==> src/rtl/uart_cmd_decoder_if.sv <==
// Byte stream from the UART receiver and the decoded control outputs of uart_cmd_decoder.
// The slave modport is the decoder's view; the master modport is the driving/observing side.
interface uart_cmd_decoder_if;
  logic [7:0] rx_data;
  logic       rx_done;
  logic       tx_busy;
  logic       o_run;
  logic       o_clear;
  logic       o_mode;
  logic       o_set_valid;
  logic [4:0] o_set_hour;
  logic [5:0] o_set_min;
  logic [5:0] o_set_sec;
  logic       o_err;
  logic [7:0] o_tx_data;
  logic       o_tx_start;

  modport master (
    output rx_data, rx_done, tx_busy,
    input  o_run, o_clear, o_mode, o_set_valid, o_set_hour, o_set_min, o_set_sec, o_err,
    input  o_tx_data, o_tx_start
  );

  modport slave (
    input  rx_data, rx_done, tx_busy,
    output o_run, o_clear, o_mode, o_set_valid, o_set_hour, o_set_min, o_set_sec, o_err,
    output o_tx_data, o_tx_start
  );
endinterface

==> src/rtl/uart_cmd_decoder.sv <==
// ASCII command decoder: R/C/M single-byte commands and "T hhmmss CR" time set.
// Define UART_CMD_ECHO_EN to build the K/E acknowledge path towards the UART transmitter.
module uart_cmd_decoder (
  input  logic                  clk,
  input  logic                  rst,
  uart_cmd_decoder_if.slave     bus
);

  typedef enum logic [1:0] {StIdle, StDigit, StWaitCr} state_e;

  state_e     state_q;
  logic [2:0] cnt_q;
  logic [3:0] digit_q [6];

  logic       run_q, clear_q, mode_q, set_valid_q, err_q;
  logic [4:0] hour_q;
  logic [5:0] min_q, sec_q;

  logic       run_ev, clear_ev, mode_ev, start_ev, digit_ev, set_ev, err_ev;
  logic       is_digit, set_ok;
  logic [6:0] hh_bin, mm_bin, ss_bin;

  assign is_digit = (bus.rx_data >= 8'h30) && (bus.rx_data <= 8'h39);

  assign hh_bin = 7'(digit_q[0]) * 7'd10 + 7'(digit_q[1]);
  assign mm_bin = 7'(digit_q[2]) * 7'd10 + 7'(digit_q[3]);
  assign ss_bin = 7'(digit_q[4]) * 7'd10 + 7'(digit_q[5]);
  assign set_ok = (hh_bin <= 7'd23) && (mm_bin <= 7'd59) && (ss_bin <= 7'd59);

  always_comb begin
    run_ev   = 1'b0;
    clear_ev = 1'b0;
    mode_ev  = 1'b0;
    start_ev = 1'b0;
    digit_ev = 1'b0;
    set_ev   = 1'b0;
    err_ev   = 1'b0;
    if (bus.rx_done) begin
      unique case (state_q)
        StIdle: begin
          case (bus.rx_data)
            8'h52, 8'h72: run_ev   = 1'b1;
            8'h43, 8'h63: clear_ev = 1'b1;
            8'h4D, 8'h6D: mode_ev  = 1'b1;
            8'h54, 8'h74: start_ev = 1'b1;
            8'h0D, 8'h0A, 8'h20: ;
            default:      err_ev   = 1'b1;
          endcase
        end
        StDigit: begin
          if (is_digit) digit_ev = 1'b1;
          else          err_ev   = 1'b1;
        end
        StWaitCr: begin
          if (bus.rx_data == 8'h0D && set_ok) set_ev = 1'b1;
          else                                err_ev = 1'b1;
        end
        default: err_ev = 1'b1;
      endcase
    end
  end

  always_ff @(posedge clk) begin
    if (!rst) begin
      state_q     <= StIdle;
      cnt_q       <= 3'd0;
      for (int i = 0; i < 6; i++) digit_q[i] <= 4'd0;
      run_q       <= 1'b0;
      clear_q     <= 1'b0;
      mode_q      <= 1'b0;
      set_valid_q <= 1'b0;
      err_q       <= 1'b0;
      hour_q      <= 5'd0;
      min_q       <= 6'd0;
      sec_q       <= 6'd0;
    end else begin
      run_q       <= run_ev;
      clear_q     <= clear_ev;
      set_valid_q <= set_ev;
      err_q       <= err_ev;
      if (mode_ev) mode_q <= ~mode_q;

      if (start_ev) begin
        cnt_q   <= 3'd0;
        state_q <= StDigit;
      end else if (digit_ev) begin
        digit_q[cnt_q] <= bus.rx_data[3:0];
        cnt_q          <= cnt_q + 3'd1;
        if (cnt_q == 3'd5) state_q <= StWaitCr;
      end else if (set_ev || (err_ev && state_q != StIdle)) begin
        state_q <= StIdle;
      end

      if (set_ev) begin
        hour_q <= hh_bin[4:0];
        min_q  <= mm_bin[5:0];
        sec_q  <= ss_bin[5:0];
      end
    end
  end

  assign bus.o_run       = run_q;
  assign bus.o_clear     = clear_q;
  assign bus.o_mode      = mode_q;
  assign bus.o_set_valid = set_valid_q;
  assign bus.o_err       = err_q;
  assign bus.o_set_hour  = hour_q;
  assign bus.o_set_min   = min_q;
  assign bus.o_set_sec   = sec_q;

`ifdef UART_CMD_ECHO_EN
  logic       ack_pending_q;
  logic [7:0] ack_byte_q;
  logic       tx_start_q;
  logic [7:0] tx_data_q;

  // A new ack lands after the send check, so it overwrites any unsent one.
  always_ff @(posedge clk) begin
    if (!rst) begin
      ack_pending_q <= 1'b0;
      ack_byte_q    <= 8'h00;
      tx_start_q    <= 1'b0;
      tx_data_q     <= 8'h00;
    end else begin
      tx_start_q <= 1'b0;
      if (ack_pending_q && !bus.tx_busy) begin
        tx_start_q    <= 1'b1;
        tx_data_q     <= ack_byte_q;
        ack_pending_q <= 1'b0;
      end
      if (run_ev || clear_ev || mode_ev || set_ev || err_ev) begin
        ack_pending_q <= 1'b1;
        ack_byte_q    <= err_ev ? 8'h45 : 8'h4B;
      end
    end
  end

  assign bus.o_tx_start = tx_start_q;
  assign bus.o_tx_data  = tx_data_q;
`else
  logic unused_tx_busy;
  assign unused_tx_busy = bus.tx_busy;

  assign bus.o_tx_start = 1'b0;
  assign bus.o_tx_data  = 8'h00;
`endif

endmodule
==> src/flat_wrapper.sv <==
// flat-port wrapper written by rule: the top's interface ports become plain ports
module uart_cmd_decoder_flat 
  (clk, rst, bus_rx_data, bus_rx_done, bus_tx_busy, bus_o_run, bus_o_clear, bus_o_mode, bus_o_set_valid, bus_o_set_hour, bus_o_set_min, bus_o_set_sec, bus_o_err, bus_o_tx_data, bus_o_tx_start);
  uart_cmd_decoder_if bus_i ();
  input  logic clk;
  input  logic rst;
  input wire logic [$bits(bus_i.rx_data)-1:0] bus_rx_data;
  input wire logic [$bits(bus_i.rx_done)-1:0] bus_rx_done;
  input wire logic [$bits(bus_i.tx_busy)-1:0] bus_tx_busy;
  output wire logic [$bits(bus_i.o_run)-1:0] bus_o_run;
  output wire logic [$bits(bus_i.o_clear)-1:0] bus_o_clear;
  output wire logic [$bits(bus_i.o_mode)-1:0] bus_o_mode;
  output wire logic [$bits(bus_i.o_set_valid)-1:0] bus_o_set_valid;
  output wire logic [$bits(bus_i.o_set_hour)-1:0] bus_o_set_hour;
  output wire logic [$bits(bus_i.o_set_min)-1:0] bus_o_set_min;
  output wire logic [$bits(bus_i.o_set_sec)-1:0] bus_o_set_sec;
  output wire logic [$bits(bus_i.o_err)-1:0] bus_o_err;
  output wire logic [$bits(bus_i.o_tx_data)-1:0] bus_o_tx_data;
  output wire logic [$bits(bus_i.o_tx_start)-1:0] bus_o_tx_start;
  assign bus_i.rx_data = bus_rx_data;
  assign bus_i.rx_done = bus_rx_done;
  assign bus_i.tx_busy = bus_tx_busy;
  assign bus_o_run = bus_i.o_run;
  assign bus_o_clear = bus_i.o_clear;
  assign bus_o_mode = bus_i.o_mode;
  assign bus_o_set_valid = bus_i.o_set_valid;
  assign bus_o_set_hour = bus_i.o_set_hour;
  assign bus_o_set_min = bus_i.o_set_min;
  assign bus_o_set_sec = bus_i.o_set_sec;
  assign bus_o_err = bus_i.o_err;
  assign bus_o_tx_data = bus_i.o_tx_data;
  assign bus_o_tx_start = bus_i.o_tx_start;
  uart_cmd_decoder u_core (.clk(clk), .rst(rst), .bus(bus_i));
endmodule
==> config.mk <==
export PLATFORM = sky130hd
export DESIGN_NAME = uart_cmd_decoder_flat
export DESIGN_NICKNAME = d
export VERILOG_FILES = /design/src/rtl/uart_cmd_decoder_if.sv /design/src/rtl/uart_cmd_decoder.sv /design/src/flat_wrapper.sv
export SDC_FILE = /design/constraint.sdc
export NUM_CORES = 1
export LEC_CHECK = 0
export BUFFER_PORTS_ARGS = -buffer_cell sky130_fd_sc_hd__buf_4
export CAP_MARGIN = 20
export CORE_MARGIN = 3
export CORE_UTILIZATION = 57
export CTS_BUF_LIST = sky130_fd_sc_hd__clkbuf_16
export CTS_CLUSTER_SIZE = 16
export DETAILED_ROUTE_END_ITERATION = 12
export HOLD_SLACK_MARGIN = 0.08
export PLACE_DENSITY_LB_ADDON = 0.1
export SLEW_MARGIN = 20
export SYNTH_ARGS = -nofsm -noshare
export SYNTH_HDL_FRONTEND = slang
export SYNTH_SLANG_ARGS = --single-unit
==> constraint.sdc <==
create_clock -name clk -period 3.81 [get_ports clk]
set_clock_uncertainty 0.2 [all_clocks]
set_input_delay 1.143 -clock clk [delete_from_list [all_inputs] [get_ports clk]]
set_output_delay 1.143 -clock clk [all_outputs]
set_load 0.01 [all_outputs]
; After elaboration in Yosys (flattened, before gate mapping)
; Memory sizes are Yosys's and may differ from the RTL's.
; Cells that the tools add are included.
[op_classes]
n_lt_le_gt_ge = 5
n_addsub = 4
reduce_logical = 20
eq_ne = 16
bitwise_logic = 2
mul = 3
mux = 31
[ops]
columns = operator, count
row1 = $eq A8 B7 Y1 const B, 8
row2 = $mux W1, 25
row3 = $add A7 B4 Y7, 3
row4 = $mul A4 B3 Y6 const B, 3
row5 = $eq A8 B4 Y1 const B, 2
row6 = $le A7 B6 Y1 const B, 2
row7 = $reduce_or A11 Y1, 1
row8 = $reduce_or A2 Y1, 5
row9 = $eq A8 B6 Y1 const B, 1
row10 = $ge A8 B6 Y1 const B, 1
row11 = $le A8 B6 Y1 const B, 1
row12 = $le A7 B5 Y1 const B, 1
row13 = $mux W2, 3
row14 = $logic_and A1 B1 Y1, 5
row15 = $mux W4, 1
row16 = $reduce_and A2 Y1, 2
row17 = $reduce_bool A2 Y1, 2
row18 = $reduce_or A4 Y1, 1
row19 = $add A3 B1 Y3 const B, 1
row20 = $eq A3 B3 Y1 const B, 1
row21 = $mux W3, 1
row22 = $ne A3 B2 Y1 const B, 1
row23 = $pmux W1 S3, 1
row24 = $reduce_and A3 Y1, 1
row25 = other kinds (7), 8
[totals]
ramBits = 24
input_bits = 12
reg_bits = 27
output_inout_bits = 31
n_memories = 1
wordCells = 93
[mem_list]
columns = name, depth, width, read_ports, rd_clocked_by_memory_dff, write_ports, line
row1 = u_core.digit_q, 6, 4, 6, 0, 6, uart_cmd_decoder.sv:13  ; logic [3:0] digit_q [6];

; Depth between registers and ports, before layout
; An unclocked memory read counts as a cell.
[depth]
depth_word = 15
mapped_depth = 12
depth_no_buf = 10

; Worst setup path before layout
; No wires, ideal clock.
[synth_timing]
path_type = register to register
from = memory u_core.digit_q[0][1]
to = register u_core.min_q[0], in the netlist u_core.bus.o_set_min[0]
arrival_time_ns = 2.957
synth_period_minus_slack_ns = 3.289
path_stages_with_launch = 11
setup_time_ns = 0.132
path_slack_ns = 0.521
path_buffers = 1
required_ns = 3.478
path_cell_list = edfxtp_1 ha_1 ha_1 inv_1 fa_1 or3_1 a2111o_1 a2111o_1 buf_2 o21ai_0 a21oi_1
[synth_lines]
columns = item, line
row1 = start: declaration, uart_cmd_decoder.sv:13
row2 = end signal: assignment, uart_cmd_decoder.sv:96  ; min_q <= mm_bin[5:0];
row3 = end: declaration, uart_cmd_decoder.sv:17  ; logic [5:0] min_q, sec_q;

==> impl_metrics.yaml <==
routing:
  dr_total_vias: 2329
  drtIter0Drc: 130
  drtPass1Iterations: 4
  postRouteAntennaNets: 0
  vias_per_cell: 5.72
  wl_per_cell_um: 14.6
  totalWireLength_um: 5940
  drc: 0
clock_tree:
  clockRootBuffer: "clkbuf_16"
  cts_made_buffers: 5
  cts.clk_slew.worst_paths_ps: 60
  cts_setup_buffers: 0
  clockBufferDepth: 2
  clk_latency_ps: 290
  cts_tree: "built"
  clkSinkCount: 51
  htree_levels: 2
layout:
  seq_area_mm2: 0.00126
  fillers: 396
  nets: 377
  multi_input_area_mm2: 0.00163
  final_layout_size_suffix_gt1_share_pct: 14.1
  utilization_pct: 70.8
  diodes: 0
  area_growth_pct: 14.8
sta:
  setup_ws_ps: 208
  setup_viol: 0
  maxSlewHeadroom_pct: 55.0
  fmax_mhz: 278
  layout_min_cycle_time_ps: 3600
  finalHoldViolations: 0
  tightest_slew_ps: 674
  rsz0062_at_grt: "no"
  fin_crit_sh_pct: 94.5
  fin_tns_setup_ps: 0
  slew_viol_final: 0
global_routing:
  grt_use_total_pct: 21.2
  grt_pass1_wl_um: 10500
  grt_max_degree: 21
  grt_pass1_vias: 2174
  grt.overflow.total: 0
  antenna_found_initial: 0
pwr:
  power_density_mw_per_mm2: 364
  leakagePower_nw: 1.44
  vdd_drop_max_v: 0.000255
status:
  outcome: "finished, final reports clean"
hold_path:
  hold_end: "u_core.bus.o_set_hour[1]"
  worstHoldStart: "u_core.bus.o_set_hour[1]"
  hold_depth: 2
  hold_path.class: "reg2reg"
place:
  pre_cts_slack_ps: 218
  io_buffer_count: 32
  dp_hpwl_um: 4490
  gp_congestion: 0.837
floorplan:
  coreArea_mm2: 0.00494
  die_x_um: 79.2
  fp-row-count: 25
  die_h_um: 79.2
  die-area_mm2: 0.00627
  ioPinCount: 43
  start_util_pct: 61.7
critical_path:
  critical_path.startpoint: "u_core.digit_q[0][3]"
  rrSetupSlack_ps: 210
  crit_path_end_kind: "register"
  start_kind: "register"
  worst-setup-path-type: "reg2reg"
  r2r_start: "u_core.digit_q[0][3]"
  r2r_end: "u_core.bus.o_set_sec[3]"
  cp_data_arrival_time_ps: 3580
  required_ps: 3790
  r2r_cells: 9
  cp_max_fo: 18
synthesis:
  yosysWarnings: 0
  netlist_instances: 309
  ys.flop_type: "dfxtp_1"
  synth.most_common_cell: "dfxtp_1"
  ys_ff_latch: 51
  yosysTopAreaCellShare_pct: 23.6
  async_reset_ff_share_pct: 0
  syn_area_per_cell_um2: 9.87
  synth.cell_area_mm2: 0.00305
  synth_area_leaders: "edfxtp_1 (24%), dfxtp_1 (18%), ha_1 (8.2%)"
  ys_seq_area_share_pct: 41.3
  ys_types: 48
  synth.largest_area_cell: "edfxtp_1"
  synth_edf_count: 24
  synthTopCellsByCount: "dfxtp_1 (27), a21oi_1 (24), edfxtp_1 (24)"
run:
  maxCapViolations: 0
what timing repair did:
action                                  4_1_cts  5_1_grt
hold buffers                                  0        0
resized for setup                             0        1
endpoints found under the setup margin        0        4
report_power, final:
part | switching, mW | leakage [nW] | internal [mW]
Clock | 0.185 | 0.0952 | 0.374
Sequential | 0.00639 | 0.465 | 0.581
Combinational | 0.0792 | 0.879 | 0.0496
Total | 0.270 | 1.44 | 1.00
critical path: stages (launching register included):
cell      delay (ps)
edfxtp_1         460
ha_1             310
ha_1             190
inv_1             70
fa_1             460
or3_1            390
a2111o_1         500
a2111o_2         520
o21a_1           230
o21a_1           170
per-layer routing:
metal	up-vias	global-route usage (%)	share of wire [%]
met4	0	7.56	2.7
met1	1083	29.4	47
met2	72	32.8	45
li1	1157	-	-
met5	-	0	0
met3	17	4.31	5.4
layout by cell type (no fill, tap or decap), types with 3 or more instances in the layout:
cell type   n
nor3b_1     5
nand2_1    11
a21o_1      4
clkbuf_16   5
and2_1     20
nor3_1      5
inv_1      18
nand4_1    20
nor2b_1     6
ha_1       20
fa_1        6
o21a_1      3
nor2_1     13
nand3_1     4
dfxtp_1    27
o21ai_0    16
nand2b_1    5
and3_1      8
conb_1      9
xor2_1     11
a21oi_1    24
buf_4      36
xnor2_1     7
o21ai_1     5
edfxtp_1   24
sequential cells by signal (all words and copies together), names as in the netlist:
name                    flops
u_core.state_q              2
u_core.bus.o_clear          1
u_core.bus.o_run            1
u_core.bus.o_set_min        6
u_core.bus.o_set_hour       5
u_core.bus.o_mode           1
u_core.bus.o_set_valid      1
u_core.cnt_q                3
u_core.bus.o_err            1
u_core.bus.o_set_sec        6
u_core.digit_q             24
cell families (layout without fill, tap and decap cells):
family	count (synthesis)	count (layout)	share of synthesized area [%]
xor gates and xnor gates	19	19	5.91
AOI/OAI and AO/OA	68	68	14.2
buffers and inverters	39	62	6.28
and+or+nand+nor	105	105	20.0
other	1	9	0.123
DFF	51	51	41.3
adders and majority gates	26	26	12.1
final cells by class:
| cell class | instances | area share (%) |
|---|---|---|
| clock inverters | 3 | 1.82 |
| multi-input cells | 227 | 46.5 |
| repair buffers | 36 | 7.72 |
| flip-flops and latches | 51 | 36.0 |
| clock buffers | 5 | 3.57 |
| inverters | 18 | 1.93 |
| well taps | 67 | 2.39 |
how the worst max path moves through the flow:
stage | endpoint
global placement | u_core.bus.o_set_sec[3]
floorplan | u_core.bus.o_set_min[0]
finish | u_core.bus.o_set_sec[3]
global route | u_core.bus.o_set_hour[3]
CTS | u_core.bus.o_set_sec[3]
detailed placement | u_core.bus.o_set_sec[3]
through the flow:
step,hold slack [ps],power [mW],area (um2),cells
after global placement,259,0.723,3310,399
after CTS,275,1.28,3500,407
after global routing,290,1.33,3500,407
after floorplan,294,0.699,3080,317
final,275,1.27,3500,407
after detailed placement,268,0.726,3310,399
(Power assumes the default switching activity.)
